### config.mk
export PLATFORM = sky130hd
export DESIGN_NAME = rotated_sprite_writer
export DESIGN_NICKNAME = d
export VERILOG_FILES = /design/src/rtl/rotated_sprite_writer.sv
export SDC_FILE = /design/constraint.sdc
export NUM_CORES = 2
export LEC_CHECK = 0
export ABC_AREA = 0
export CORE_MARGIN = 2
export CORE_UTILIZATION = 63
export DETAILED_ROUTE_END_ITERATION = 10
export PLACE_DENSITY_LB_ADDON = 0.3
export SLEW_MARGIN = 30
export SYNTH_ARGS = -nofsm -noshare
export SYNTH_HDL_FRONTEND = slang
export SYNTH_SLANG_ARGS = --single-unit
### constraint.sdc
create_clock -name clk -period 3.2 [get_ports clk]
set_clock_uncertainty 0.2 [all_clocks]
set_input_delay 0.32 -clock clk [delete_from_list [all_inputs] [get_ports clk]]
set_output_delay 0.32 -clock clk [all_outputs]
set_load 0.1 [all_outputs]
### src/rtl/rotated_sprite_writer.sv
// Tags rotated CORDIC outputs with their matched valid/last, converts to pixel coordinates and sets bits in a sprite bitmap.
// Tap result applied LATENCY cycles after acceptance; in_ready only in RUN, no stall of the upstream rotator.
module rotated_sprite_writer #(
  parameter int LATENCY = 19,
  parameter int CW      = 16,
  parameter int FRAC    = 8,
  parameter int IMG_W   = 48,
  parameter int IMG_H   = 48,
  parameter int CENTER  = 24
) (
  input  logic             clk,
  input  logic             areset_n,
  input  logic             frame_start,
  input  logic             in_valid,
  input  logic             in_last,
  output logic             in_ready,
  input  logic [CW-1:0]    xo,
  input  logic [CW-1:0]    yo,
  output logic             busy,
  output logic             frame_done,
  output logic [7:0]       drop_count,
  input  logic [5:0]       rd_row,
  output logic [IMG_W-1:0] rd_data
);

  localparam int AW    = $clog2(IMG_W);
  localparam int RW    = $clog2(IMG_H);
  localparam int ROUND = 1 << (FRAC - 1);

  typedef enum logic [1:0] {IDLE, CLEAR, RUN, DRAIN} state_t;

  state_t             state;
  logic [RW-1:0]      clr_row;
  logic [LATENCY-1:0] vld_sr;
  logic [LATENCY-1:0] last_sr;
  logic [IMG_W-1:0]   bitmap [IMG_H];

  logic               accept;
  logic               tap_vld;
  logic               tap_last;
  logic signed [CW+1:0] xi;
  logic signed [CW+1:0] yi;
  logic               x_ok;
  logic               y_ok;
  logic               wr_en;
  logic               drop_en;
  logic               clr_en;
  logic [RW-1:0]      wr_row;
  logic [IMG_W-1:0]   wr_mask;

  // Round half toward +inf, then move the origin to the sprite centre.
  function automatic logic signed [CW+1:0] to_pix(input logic [CW-1:0] v);
    logic signed [CW+1:0] t;
    t = $signed({{2{v[CW-1]}}, v}) + $signed((CW+2)'(ROUND));
    return (t >>> FRAC) + $signed((CW+2)'(CENTER));
  endfunction

  assign accept   = in_valid && in_ready;
  assign tap_vld  = vld_sr[LATENCY-1];
  assign tap_last = last_sr[LATENCY-1];

  assign xi      = to_pix(xo);
  assign yi      = to_pix(yo);
  assign x_ok    = !xi[CW+1] && (xi[CW:0] < (CW+1)'(IMG_W));
  assign y_ok    = !yi[CW+1] && (yi[CW:0] < (CW+1)'(IMG_H));
  assign wr_en   = tap_vld && x_ok && y_ok;
  assign drop_en = tap_vld && !(x_ok && y_ok);
  assign wr_row  = yi[RW-1:0];
  assign wr_mask = IMG_W'(1) << xi[AW-1:0];
  assign clr_en  = (state == CLEAR);

  always_ff @(posedge clk or negedge areset_n) begin
    if (!areset_n) begin
      vld_sr  <= '0;
      last_sr <= '0;
    end else begin
      vld_sr  <= {vld_sr[LATENCY-2:0], accept};
      last_sr <= {last_sr[LATENCY-2:0], accept && in_last};
    end
  end

  always_ff @(posedge clk or negedge areset_n) begin
    if (!areset_n) begin
      state      <= IDLE;
      clr_row    <= '0;
      in_ready   <= 1'b0;
      busy       <= 1'b0;
      frame_done <= 1'b0;
      drop_count <= '0;
    end else begin
      frame_done <= tap_vld && tap_last;
      if (drop_en && drop_count != 8'hFF) begin
        drop_count <= drop_count + 8'd1;
      end
      case (state)
        IDLE: begin
          if (frame_start) begin
            state      <= CLEAR;
            busy       <= 1'b1;
            clr_row    <= '0;
            drop_count <= '0;
          end
        end
        CLEAR: begin
          clr_row <= clr_row + RW'(1);
          if (clr_row == RW'(IMG_H - 1)) begin
            state    <= RUN;
            in_ready <= 1'b1;
          end
        end
        RUN: begin
          if (accept && in_last) begin
            state    <= DRAIN;
            in_ready <= 1'b0;
          end
        end
        DRAIN: begin
          if (tap_vld && tap_last) begin
            state <= IDLE;
            busy  <= 1'b0;
          end
        end
        default: begin
          state    <= IDLE;
          busy     <= 1'b0;
          in_ready <= 1'b0;
        end
      endcase
    end
  end

  // Clearing and pixel writes never overlap; the clear still takes priority.
  always_ff @(posedge clk or negedge areset_n) begin
    if (!areset_n) begin
      for (int r = 0; r < IMG_H; r++) begin
        bitmap[r] <= '0;
      end
    end else begin
      for (int r = 0; r < IMG_H; r++) begin
        if (clr_en && clr_row == RW'(r)) begin
          bitmap[r] <= '0;
        end else if (wr_en && wr_row == RW'(r)) begin
          bitmap[r] <= bitmap[r] | wr_mask;
        end
      end
    end
  end

  always_ff @(posedge clk or negedge areset_n) begin
    if (!areset_n) begin
      rd_data <= '0;
    end else if (int'(rd_row) < IMG_H) begin
      rd_data <= bitmap[rd_row];
    end else begin
      rd_data <= '0;
    end
  end

endmodule

# After elaboration in Yosys (flattened, before gate mapping)
# Cells that the tools add are included.
# totals
out_inout_bits	59
elab_cells	502
in_bits	43
regBits	2409
# op_classes
n_bitwise	49
n_addsub	6
n_mux	116
reduce_logical	167
shift	1
n_lt_le_gt_ge	4
n_eq_ne	102
# op_table
cell	count
2-to-1 mux 48 bit	99
OR 48 bit	48
binary-select mux 48 bit (select 6 bit)	1
equality test 6 x 5 -> 1 bit, second input constant	32
equality test 6 bit, second input constant	32
logical AND 1 bit	106
nonzero test 2 bit	51
equality test 6 x 4 -> 1 bit, second input constant	16
equality test 6 x 3 -> 1 bit, second input constant	8
<< shifter 1 x 6 -> 48 bit, first input constant	1
adder 16 x 9 -> 17 bit, second input constant	2
< comparator 17 x 6 -> 1 bit, second input constant	2
equality test 6 x 2 -> 1 bit, second input constant	4
2-to-1 mux 8 bit	3
adder 9 x 6 -> 10 bit, second input constant	2
equality test 6 x 1 -> 1 bit, second input constant	2
logical NOT 6 bit	2
one-hot mux 6 bit (2 select lines)	1
adder 8 x 1 -> 8 bit, second input constant	1
2-to-1 mux 2 bit	4
!= test 8 bit, second input constant	1
one-hot mux 2 bit (4 select lines)	1
greater-or-equal comparator 7 bit, second input constant	1
inverter 6 -> 7 bit	1
other kinds (14)	24

# Longest topological paths before layout
# logic_depth
word_depth	11
ltp_mapped	18
mapped_depth_nobuf	12

# Least setup slack after synthesis
# OpenSTA, ideal clock, no wires.
# synth_timing
path_type	input-to-reg
from	in yo[9]
to	reg bitmap[1248] in the netlist's numbering
slack_ps	-404
setup_time_ps	83
required_time_ps	2917
path_buffers	5
cell_stages	16
t_arrival_ps	3322
cell_sequence	buf_4 -> and3_1 -> buf_2 -> nand3_1 -> xor2_1 -> ha_1 -> xnor2_1 -> and3_1 -> clkbuf_1 -> nor2_1 -> buf_2 -> or3_1 -> buf_2 -> nor3_1 -> nand2_1 -> o21ai_0
# synth_via
elab_chain_cells	7
word_cells_on_any_way	9
classes_between	add/sub: 2; order compare: 1; eq/ne: 1; reduce/logical: 5
# synth_lines
item	line	rtl
from (decl)	18	input logic [CW-1:0] yo,
adder 16 x 9 -> 17 bit (*)	54	t = $signed({{2{v[CW-1]}}, v}) + $signed((CW+2)'(ROUND));
adder 9 x 6 -> 10 bit (*)	55	return (t >>> FRAC) + $signed((CW+2)'(CENTER));
< comparator 17 x 6 -> 1 bit / logical NOT 1 bit (equally long branches)	65	assign y_ok = !yi[CW+1] && (yi[CW:0] < (CW+1)'(IMG_H));
logical AND 1 bit	65	
logical AND 1 bit	66	assign wr_en = tap_vld && x_ok && y_ok;
logical AND 1 bit (*)	142	end else if (wr_en && wr_row == RW'(r)) begin
nonzero test 2 bit (no source line) (*)	--	
to (signal, indexed assignment)	143	bitmap[r] <= bitmap[r] | wr_mask;
to (decl)	36	logic [IMG_W-1:0] bitmap [IMG_H];
# Every way passes the cells marked *; elsewhere a longest branch is shown, timed or not.
# A chain may end at the register's enable or synchronous reset.

# Worst setup path in the final report
# layout_timing
from	reg clr_row[2]
to	reg bitmap[1329] in the netlist's numbering
# layout_via
elab_chain_cells	3
word_cells_on_any_way	4
classes_between	eq/ne: 1; mux: 1; reduce/logical: 2
# layout_lines
item	line	rtl
from (decl)	33	logic [RW-1:0] clr_row;
from (signal assigned)	105	clr_row <= clr_row + RW'(1);
equality test 6 x 5 -> 1 bit (*)	140	if (clr_en && clr_row == RW'(r)) begin
logical AND 1 bit (*)	140	
2-to-1 mux 48 bit / nonzero test 2 bit (equally long branches)	--	
# Marks and branches as above.

==> out/results.ini <==
[run_status]
status=finished, final reports clean

[cts]
cts.clk_slew.worst_paths_ps=70
htreeDepth=4
root_buffer=clkbuf_16
clk_path_buf_depth=3
cts_sinks=2409
clock_latency_ps=910
cts_made_buffers=234
cts_tree=done

[yosys]
yosysTopAreaCell=dfrtp_1
synth_ff_type=dfrtp_1
synth_compound_area_frac=0.152
yosysWarnings=0
synth_area_leaders=dfrtp_1 56%, mux4_2 15%, a31oi_1 4.5%, nand2_1 3.8%, o21ai_0 3.7%
synth_edf_count=0
ys_types=78
synth_top_family_by_area=multiplexers
yosysSeqAreaShare=0.559
synth_nets=9188
synth-simple-area-share=0.0940
syn_area_mm2=0.108
synthMuxAreaShare=0.155
synth_top_area_frac=0.559
synth_xor_area_frac=0.000650
synthTopCellsByCount=2409 x dfrtp_1, 1090 x nand2_1, 1016 x nor2_1, 801 x o21ai_0, 772 x a31oi_1
ys_seq_elements=2409
syn_inst=9133
async_flop_share=1.00
synthAdderAreaFrac=0.00139
avgSynthCellArea_um2=11.8
post-synth-top-count-cell=dfrtp_1

[layout]
area_delta_synth_final_pct=17.9
nets=9496
fill_cells=10100
drive_gt1_frac=0.236
fin_util=0.750
final_cells=11900

[worst_setup_path]
worstRegToRegCells=7
crit_top_cell=buf_4
rrSetupSlack_ps=40
crit_family=simple AND/OR/NAND/NOR gates
start_kind=flop
critPathKind=flop to flop
critPathMaxStageDelay_ps=620
r2r-end=bitmap[1329]
cp_max_fo=17
path_buf_inv=2
crit_chain=nor2b_1, buf_4, nand2_1, nor2_4, buf_4, nor4_1, a22o_1
crit_slowest_cell=dfrtp_1
cp-end-kind=flop
required_ps=3770
rr_startpoint=clr_row[2]
crit_arrival_ps=3720

[floorplanning]
die_w_um=418
ios=102
dieArea_mm2=0.175
start_util=0.636
die_h_um=418
core_mm2=0.170
row_count=151

[timing]
slew_headroom=0.247
fin_setup_tns_ps=0
clock.fmax_ghz=0.317
layout_worst_path_cycle_share=0.987
slew_violations=0
hold_viol=0
rsz0062_at_grt=yes
setup_viol=0
tightest_slew_ps=1130
period_needed_ps=3160

[route]
routed_wirelength_um=392000
ant_nets=0
wl_per_cell_um=33.0
first_pass_iters=7
drc_errors=0
dr.first_iter.drc_count=14500
num_vias=90100
avgViaCountPerCell=7.59

[placement]
dp.cells=11400
place.gp.congestion=0.959
io_buffers=87
place_hpwl_um=240000

[power]
p_per_area_mw_per_mm2=503
power.total_mw=63.9
irDropWorstVdd_mv=0.595
p_leak_nw=56.7

[worst_hold_path]
hp-class=primary input to async pin

[global_routing]
antenna_found_initial=13
grt_pass1_vias=92900
globalRouteTotalUtil=0.456
grt_pass1_wl_um=590000
grt_max_degree=151
overflow=0

[job]
cap_violations=0

cell families (layout without fill, tap and decap cells):
family,after synthesis,count (layout)
compound gates,2451,2451
simple gates,2471,2471
fa+ha+maj,12,12
buf+inv,1010,1523
flops,2409,2409
xor+xnor,8,8
mux,772,772
other cells,0,5
through the flow:
stage / setup WS, ps / area [um2] / hold WS [ps]
6_report: 42.2 / 127000 / 109
5_1_grt: -34.9 / 127000 / 123
4_1_cts: 96.5 / 127000 / 2.20
3_5_place_dp: -909 / 119000 / 46.3
3_3_place_gp: -832 / 119000 / 52.8
2_1_floorplan: -201 / 108000 / -176
worst register-to-register path, delay by kind of cell, from the launching register on:
kind            cells  cell delay (ps)
simple gates        4             1170
compound gates      1              240
flops               1              620
buf+inv             2              770
per-layer routing:
layer	up-vias	GRT usage	part of all wire	routed length, um
met5	-	0.00556	0.00045	175
met4	20	0.355	0.098	38300
met3	2303	0.175	0.15	60100
met2	8008	0.644	0.43	168000
met1	45000	0.568	0.32	125000
li1	34700	-	-	-
registers in the layout (all words and copies together), names as in the netlist:
name	cells
busy	1
rd_data	48
frame_done	1
vld_sr	19
last_sr	19
drop_count	8
in_ready	1
clr_row	6
state	2
bitmap	2304
layout by cell type (no fill, tap or decap), drive strengths merged, types with 10 or more instances in the layout:
cell	netlist	layout
nor2b	13	13
nand2	1090	1090
nand4	96	96
o22ai	53	53
nand3	71	71
mux4	720	720
clkdlybuf4s50	0	19
nor4	59	59
or3	10	10
bufinv	0	30
o21ai	913	913
and2	12	12
clkinvlp	0	13
a41oi	25	25
clkinv	0	58
buf	253	995
a32o	391	391
dfrtp	2409	2409
nand2b	15	15
and3	21	21
a21oi	15	15
inv	57	66
mux2i	49	49
nor2	1017	1017
a22o	224	224
ha	12	12
nor3	39	39
a31oi	772	772
clkbuf	700	334
worst max path at each step:
stage | cells after the start | endpoint | startpoint
2_1_floorplan | 17 | bitmap[1671] | yo[9]
4_1_cts | 17 | bitmap[1862] | yo[9]
5_1_grt | 17 | bitmap[1862] | yo[9]
3_3_place_gp | 16 | bitmap[2199] | yo[8]
6_report | 7 | bitmap[1329] | clr_row[2]
3_5_place_dp | 15 | bitmap[1171] | yo[8]
repair_timing:
action | 4_1_cts | 5_1_grt
setup buffers | 1 | 1
pin swaps | 0 | 3
hold endpoints to repair | 2411 | 1
resized for setup | 12 | 21
gates cloned | 2 | 2
endpoints found under the setup margin | 231 | 222
hold buffers | 4 | 1
report_power, final:
part | switching, mW | internal, mW | total (mW)
combinational | 2.37 | 1.11 | 3.48
sequential | 0.00463 | 30.5 | 30.5
clock | 12.6 | 17.4 | 30.0
total | 15.0 | 49.0 | 63.9
layout make-up:
class                      instances  area [um2]  area share
tap                             2218        2780      0.0218
inverter                          57         214     0.00168
sequential                      2409       60300       0.474
multi-input combinational       5714       44300       0.348
antenna                            5        12.5   0.0000984
timing repair buffer            1025       11200      0.0884
clock inverter                   110        1490      0.0117
clock buffer                     331        6870      0.0540
Note: power is estimated with default switching activity, not from simulation.
